===== config.mk =====
export PLATFORM = sky130hd
export DESIGN_NAME = control_sequencer
export DESIGN_NICKNAME = d
export VERILOG_FILES = /design/src/rtl/control_sequencer.sv
export SDC_FILE = /design/constraint.sdc
export NUM_CORES = 1
export LEC_CHECK = 0
export ABC_AREA = 1
export BUFFER_PORTS_ARGS = -buffer_cell sky130_fd_sc_hd__buf_2
export CAP_MARGIN = 10
export CELL_PAD_IN_SITES_DETAIL_PLACEMENT = 1
export CELL_PAD_IN_SITES_GLOBAL_PLACEMENT = 2
export CORE_MARGIN = 2
export CORE_UTILIZATION = 17
export DETAILED_ROUTE_END_ITERATION = 6
export GPL_TIMING_DRIVEN = 0
export PLACE_DENSITY_LB_ADDON = 0.1
export SYNTH_ARGS = -nofsm -noshare
export SYNTH_HDL_FRONTEND = slang
export SYNTH_SLANG_ARGS = --single-unit

===== constraint.sdc =====
create_clock -name clock -period 1.1 [get_ports clock]
set_clock_uncertainty 0.15 [all_clocks]
set_input_delay 0.11 -clock clock [delete_from_list [all_inputs] [get_ports clock]]
set_output_delay 0.11 -clock clock [all_outputs]
set_load 0.005 [all_outputs]

===== src/rtl/control_sequencer.sv =====
// control_sequencer: sequencing core of the control unit.
// Holds the instruction register, the 2-bit micro-state and the status flags.
// Gates the decoder control word against the RAM-ready handshake.
// Optional feature macro: CONTROL_SEQUENCER_COND_BRANCH_EN (B.cond evaluation/override).
// Status flag order is {V,C,N,Z,Zb}.
module control_sequencer (
  input  logic        clock,
  input  logic        reset,
  input  logic [31:0] instruction_in,
  input  logic        fetch_valid,
  input  logic [32:0] cw_in,
  input  logic [4:0]  alu_status,
  input  logic        ram_ready,
  output logic [31:0] instruction,
  output logic [1:0]  state,
  output logic [4:0]  status,
  output logic [32:0] cw_out,
  output logic        stall,
  output logic        cond_taken
);

  typedef enum logic {PH_FETCH = 1'b0, PH_EXEC = 1'b1} phase_t;

  phase_t      r_phase;
  phase_t      w_phase_nxt;
  logic [31:0] r_instr;
  logic [31:0] w_instr_nxt;
  logic [1:0]  r_state;
  logic [1:0]  w_state_nxt;
  logic [4:0]  r_status;
  logic [4:0]  w_status_nxt;
  logic        w_exec;
  logic        w_stall;
  logic        w_cond_taken;
  logic [32:0] w_cw;

`ifdef CONTROL_SEQUENCER_COND_BRANCH_EN
  // ARM-style condition evaluation against flags {V,C,N,Z,Zb}
  function automatic logic cond_eval(input logic [3:0] cond, input logic [4:0] flags);
    logic v, c, n, z;
    v = flags[4];
    c = flags[3];
    n = flags[2];
    z = flags[1];
    case (cond)
      4'b0000: cond_eval = z;
      4'b0001: cond_eval = ~z;
      4'b0010: cond_eval = c;
      4'b0011: cond_eval = ~c;
      4'b0100: cond_eval = n;
      4'b0101: cond_eval = ~n;
      4'b0110: cond_eval = v;
      4'b0111: cond_eval = ~v;
      4'b1000: cond_eval = c & ~z;
      4'b1001: cond_eval = ~c | z;
      4'b1010: cond_eval = (n == v);
      4'b1011: cond_eval = (n != v);
      4'b1100: cond_eval = ~z & (n == v);
      4'b1101: cond_eval = z | (n != v);
      default: cond_eval = 1'b1;
    endcase
  endfunction
`endif

  assign w_exec  = (r_phase == PH_EXEC);
  // Only an actual RAM access can be held up by ram_ready
  assign w_stall = w_exec & (cw_in[8] | cw_in[7]) & ~ram_ready;

  assign instruction = r_instr;
  assign state       = r_state;
  assign status      = r_status;
  assign stall       = w_stall;
  assign cond_taken  = w_cond_taken;

  // Sequencer registers: phase, instruction, micro-state and status flags
  always_ff @(posedge clock or negedge reset) begin
    if (!reset) begin
      r_phase  <= PH_FETCH;
      r_instr  <= 32'd0;
      r_state  <= 2'b00;
      r_status <= 5'd0;
    end else begin
      r_phase  <= w_phase_nxt;
      r_instr  <= w_instr_nxt;
      r_state  <= w_state_nxt;
      r_status <= w_status_nxt;
    end
  end

  // Next-state logic: fetch latches the instruction, execute steps the micro-state
  always_comb begin
    w_phase_nxt  = r_phase;
    w_instr_nxt  = r_instr;
    w_state_nxt  = r_state;
    w_status_nxt = r_status;
    case (r_phase)
      PH_FETCH: begin
        if (fetch_valid) begin
          w_instr_nxt = instruction_in;
          w_state_nxt = 2'b00;
          w_phase_nxt = PH_EXEC;
        end else begin
          w_phase_nxt = PH_FETCH;
        end
      end
      PH_EXEC: begin
        if (!w_stall) begin
          if (cw_in[2]) begin
            w_status_nxt = alu_status;
          end else begin
            w_status_nxt = r_status;
          end
          if (cw_in[1:0] == 2'b00) begin
            w_phase_nxt = PH_FETCH;
          end else begin
            w_state_nxt = cw_in[1:0];
          end
        end else begin
          w_phase_nxt = PH_EXEC;
        end
      end
      default: begin
        w_phase_nxt = PH_FETCH;
      end
    endcase
  end

  // Output control word: zero in fetch, branch override then stall masking in execute
  always_comb begin
    w_cond_taken = 1'b1;
    w_cw         = cw_in;
    cw_out       = 33'd0;
    if (w_exec) begin
`ifdef CONTROL_SEQUENCER_COND_BRANCH_EN
      if (r_instr[31:24] == 8'h54) begin
        w_cond_taken = cond_eval(r_instr[3:0], r_status);
        if (!w_cond_taken) begin
          w_cw[5:4] = 2'b01;
          w_cw[3]   = 1'b0;
        end else begin
          w_cw[5:3] = cw_in[5:3];
        end
      end else begin
        w_cond_taken = 1'b1;
      end
`endif
      if (w_stall) begin
        // Hold the RAM access but suppress every architectural side effect
        w_cw[9]   = 1'b0;
        w_cw[6]   = 1'b0;
        w_cw[5:4] = 2'b00;
        w_cw[2]   = 1'b0;
      end else begin
        w_cw[9] = w_cw[9];
      end
      cw_out = w_cw;
    end else begin
      cw_out = 33'd0;
    end
  end

endmodule


==> results of run 1 <==
## synth_stat cells, types with 2 or more instances
cell	count	share of area, %
nand2_1	109	21
dfrtp_1	40	51
inv_1	36	6.9
nand3_1	35	9.0
buf_2	9	2.3
nor2_1	6	1.2
buf_6	5	2.9
nand4_1	5	1.6
buf_4	2	0.77
## per-layer routing
metal  global-route usage, %  up-vias  wire, um
li1                        -     1172         -
met1                    14.5     1040      3060
met2                    21.2       97      3540
met4                    3.70        0        87
met3                    2.52        6       485
met5                       0        -         0
## critical path, cell delays in order (launching register included)
cell	delay, ps
dfrtp_2	430
nand2_2	80
nand2_2	60
nand2_2	70
buf_6	140
nand2_8	60
nor2_1	70
buf_2	110
## through the flow
| step | worst slack [ps] | hold WS (ps) |
|---|---|---|
| floorplan | -54.3 | -336 |
| global placement | -248 | 190 |
| detailed placement | -254 | 191 |
| CTS | -492 | -116 |
| global route | -570 | -87.1 |
| finish | -469 | -169 |
## final timing paths
| kind | start | to | slack, ps | cells past startpoint |
|---|---|---|---|---|
| max in group asynchronous | reset | r_phase | 310 | 1 |
| min | reset | instruction[17] | -170 | 1 |
| max | r_phase | cw_out[9] | -470 | 7 |
| min reg2reg | instruction[27] | instruction[27] | 310 | 2 |
| max reg2reg | r_phase | state[1] | -340 | 9 |
| min in group clock | cw_in[2] | status[2] | 20 | 3 |
## area by class of cell
type,instances,area share (%)
inverters,37,4.04
multi-input cells,161,21.1
well taps,143,4.94
clock inverters,2,0.967
plain buffers,16,3.97
repair buffers,197,33.8
clock buffers,6,3.56
flip-flops and latches,40,27.7
## power breakdown
part / internal, uW / switching [uW]
combinational: 863 / 789
clock: 1070 / 564
sequential: 1840 / 191
total: 3780 / 1540
## cells in the final DEF (no fill, tap or decap)
master,netlist,routed
nor2_2,0,3
buf_6,5,12
nand2_8,0,1
nand4_1,5,5
clkbuf_16,0,5
nand2_2,1,12
nand2_4,1,1
inv_2,0,4
dfrtp_1,40,39
buf_2,9,150
bufinv_16,0,1
dlygate4sd3_1,0,37
clkinv_2,0,1
nand3_4,1,2
dfrtp_2,0,1
nor2_4,0,1
inv_8,0,1
buf_4,2,13
conb_1,1,1
nor2_1,6,2
inv_1,36,32
buf_8,0,1
or2_1,1,1
a21oi_2,1,1
nand2_1,109,97
nand3_1,35,34
clkbuf_1,0,1
## registers in the layout, summed over array words and instances, names as in the netlist
| name | flops |
|---|---|
| r_phase | 1 |
| state | 2 |
| status | 5 |
| instruction | 32 |
## logic make-up after synthesis
| family | Yosys count |
|---|---|
| other | 1 |
| and+or+nand+nor | 159 |
| DFF | 40 |
| buffers and inverters | 53 |
| AOI/OAI and AO/OA | 1 |
## what timing repair did
item                                    CTS  global route
hold endpoints to repair                 77            40
pin swaps                                 6             6
buffers inserted                         12             5
gates cloned                              2             0
resized for setup                        28            14
endpoints found under the setup margin   74            76
==> out/results.tsv, run 1 <==
metric	value	unit
placedInstanceArea	2870	um2
max-slew-margin-rel	36.5	%
globalplace.congestion	0.662	
drtAntennaViolNets	0	
drt-total-wl	7170	um
drv_cap	0	
min_period	1570	ps
cts.path.max_buffers	2	
cp.arrival	1310	ps
fp.dieH	111	um
fill_cells	1398	
grt_pass1_vias	2524	
antennaDiodeCount	0	
setup_viol_count_final	74	
grt_pass1_wl	12100	um
clock_latency	270	ps
leakage	0.00219	uW
grt_max_degree	41	
holdWs	-169	ps
power.density	1470	nW/um2
synthMuxAreaShare	0	%
yosysWarnings	0	
worst_pin_slew	953	ps
period_share	143	%
wl_per_cell	11.9	um
vias	2315	
synth_fa_ha_area_share	0	%
final_cell_area	3620	um2
clock_sinks	40	
drc_errors	0	
floorplan.initialDensity	17.2	%
synth_edf_count	0	
cts.reportedPaths.clkPinSlew	60	ps
ys_types	16	
cts_buffers	5	
drt_iter0_drc	87	
hpwlAfterDp	4940	um
dp.cells	542	
ys_seq_elements	40	
worstSetupPathType	flop to output port	
hold_viol	40	
max_freq	0.637	GHz
cts-htree-levels	2	
synth_ff_type	dfrtp_1	
synth_cells	254	
grt_overflow_total	0	
synth-simple-area-share	34.8	%
synth_top_family_by_area	simple AND/OR/NAND/NOR gates	
seqCellArea	1000	um2
drv_slew	0	
synth.avg_cell_area	7.68	um2
die_area	12300	um2
syn_to_final_growth	85.8	%
path_max_fanout	4	
rsz0062_at_grt	yes	
synth-compound-area-share	0.449	%
tns	-23230	ps
io_buffers	145	
cts_tree	done	
fin_cells	602	
status	finished, violations left	
synth_fp_nets	328	
core_area	11300	um2
hold_path.class	primary input to async pin	
drive_gt1_share	45.8	%
crit_path_end_kind	output port	
synthXorXnorAreaFrac	0	%
synth_area	1950	um2
finalPower	5320	uW
crit_required	840	ps
worst_slack	-469	ps
die_w	111	um
failed_checks	negative hold slack, negative setup slack	
fin_util	32.0	%
multi_input_area	763	um2
io_pins	148	
ir_worst_vdd	0.677	mV
ctsHoldBuffers	37	
num_rows	39	
startpoint_type	flop	
grt_usage	12.0	%
first_pass_iters	4	
ys_async_sr_fraction	100	%
grt_antenna_before_repair	0	
synth.yosys.seq_area_share	51.3	%
root_buffer	clkbuf_16	
finalNetCount	532	
routed_via_density	3.85	
No activity file was read; power rests on OpenSTA's default activity.
==> inputs of run 2 (changes only) <==
--- a/config.mk
+++ b/config.mk
@@ -12,6 +12,7 @@
 export CELL_PAD_IN_SITES_GLOBAL_PLACEMENT = 2
 export CORE_MARGIN = 2
 export CORE_UTILIZATION = 17
+export CTS_BUF_LIST = sky130_fd_sc_hd__clkbuf_16
 export DETAILED_ROUTE_END_ITERATION = 6
 export GPL_TIMING_DRIVEN = 0
 export PLACE_DENSITY_LB_ADDON = 0.1
==> run 2 against run 1 <==
Effect of this change:
- the flow still finishes with violations (negative hold slack, negative setup slack)
- critical path type unchanged
- largest power group unchanged
- routed wire length barely moved
- power down 0.18%
- maximum frequency is 0.10% lower
- sequential power about the same
- sequential cell count is the same
- clock power hardly changed
- clock-buffer cell count shrank 1
- combinational power is essentially flat
- via count hardly changed
- final cell count unchanged
- worst setup slack worse by 1.6 ps
==> out/results.tsv, run 2 (same netlist as run 1, synthesis figures left out) <==
metric	value	unit
final_cell_mix	150 x buf_2, 97 x nand2_1, 39 x dfrtp_1, 37 x dlygate4sd3_1, 34 x nand3_1	
path_max_fanout	4	
ctsHoldBuffers	37	
ir_worst_vdd	0.676	mV
cts.path.max_buffers	2	
io_pins	148	
drc_errors	0	
grt_pass1_vias	2524	
syn_to_final_growth	85.8	%
worst_pin_slew	953	ps
seqCellArea	1000	um2
failed_checks	negative hold slack, negative setup slack	
grt_pass1_wl	12100	um
post-place-ws	-254	ps
crit_required	840	ps
min_period	1570	ps
drv_slew	0	
hpwlAfterDp	4940	um
crit_path_end_kind	output port	
die_w	111	um
drtAntennaViolNets	0	
path_common_cell	nand2_2	
cts_tree	done	
status	finished, violations left	
period_share	143	%
cts_buffers	5	
worstSetupPathType	flop to output port	
clock_latency	270	ps
drive_gt1_share	45.8	%
slowest_delay	430	ps
holdWs	-169	ps
cts-htree-levels	2	
drv_cap	0	
floorplan.initialDensity	17.2	%
core_area	11300	um2
critical_path.slowest_cell	dfrtp_2	
drt_iter0_drc	94	
worst-path-buf-inv	2	
largest_reg_flops	32	
worst_slack	-470	ps
fp.dieH	111	um
globalplace.congestion	0.662	
leakage	0.00219	uW
grt_usage	12.0	%
clock_sinks	40	
wl_per_cell	11.9	um
io_buffers	145	
cts.reportedPaths.clkPinSlew	60	ps
die_area	12300	um2
max-slew-margin-rel	36.5	%
grt_max_degree	41	
grt_overflow_total	0	
fill_cells	1398	
num_rows	39	
rsz0062_at_grt	yes	
cp.arrival	1310	ps
hold_path.class	primary input to async pin	
crit_family	flip-flops	
setup_viol_count_final	74	
max_freq	0.637	GHz
finalPower	5310	uW
startpoint_type	flop	
root_buffer	clkbuf_16	
antennaDiodeCount	0	
grt_antenna_before_repair	0	
power.density	1470	nW/um2
routed_via_density	3.85	
drt-total-wl	7180	um
hold_viol	40	
crit_chain	nand2_2, nand2_2, nand2_2, buf_6, nand2_8, nor2_1, buf_2	
finalNetCount	532	
first_pass_iters	4	
layout_commonest_cell	buf_2	
multi_input_area	763	um2
vias	2316	
## run 2: final cells by class
cell class | instances | area share, %
Timing Repair Buffer | 197 | 33.8
Inverter | 37 | 4.04
Sequential cell | 40 | 27.7
Tap cell | 143 | 4.94
Buffer | 16 | 3.97
Clock buffer | 5 | 3.45
Multi-Input combinational cell | 161 | 21.1
Clock inverter | 3 | 1.07
## run 2: power by group
part / internal [uW] / total, uW / switching [uW]
registers: 1840 / 2040 / 191
logic: 863 / 1650 / 790
clock network: 1060 / 1620 / 564
## run 2: stage by stage
step,cell area [um2],util (%),setup TNS [ps],instances
global placement,2870,25.3,-14610,542
detailed placement,2870,25.3,-15170,542
CTS,3570,31.5,-23890,600
global route,3620,32.0,-29210,602
floorplan,1960,-,-1920,254
finish,3620,32.0,-23250,602
## run 2: routing by layer
metal	global-route usage [%]	vias to the layer above	share of wire (%)
met5	0	-	0
met4	3.70	0	1.2
met3	2.52	6	6.8
met2	21.2	97	49
met1	14.5	1040	43
li1	-	1173	-
## run 2: worst register-to-register path, cell delays in order (launching register included)
cell and delay, ps:
dfrtp_2 430, nand2_2 80, nand2_2 60, nand2_2 70, buf_6 140, buf_4 120, buf_6 110, nand3_4 70
nand2_1 70, nand2_1 40
## run 2: final timing paths
path | from | end | slack (ps) | cells after the start
max in group asynchronous | reset | r_phase | 310 | 1
min in group clock | cw_in[2] | status[2] | 20 | 3
max reg2reg | r_phase | state[1] | -350 | 9
max | r_phase | cw_out[9] | -470 | 7
min | reset | instruction[17] | -170 | 1
min reg2reg | instruction[27] | instruction[27] | 310 | 2
## run 2: repair_timing
item / in CTS / in global routing
gates cloned: 2 / 0
endpoints found under the hold margin: 77 / 40
buffers inserted: 12 / 5
pin swaps: 6 / 6
endpoints found under the setup margin: 74 / 76
resized for setup: 28 / 14
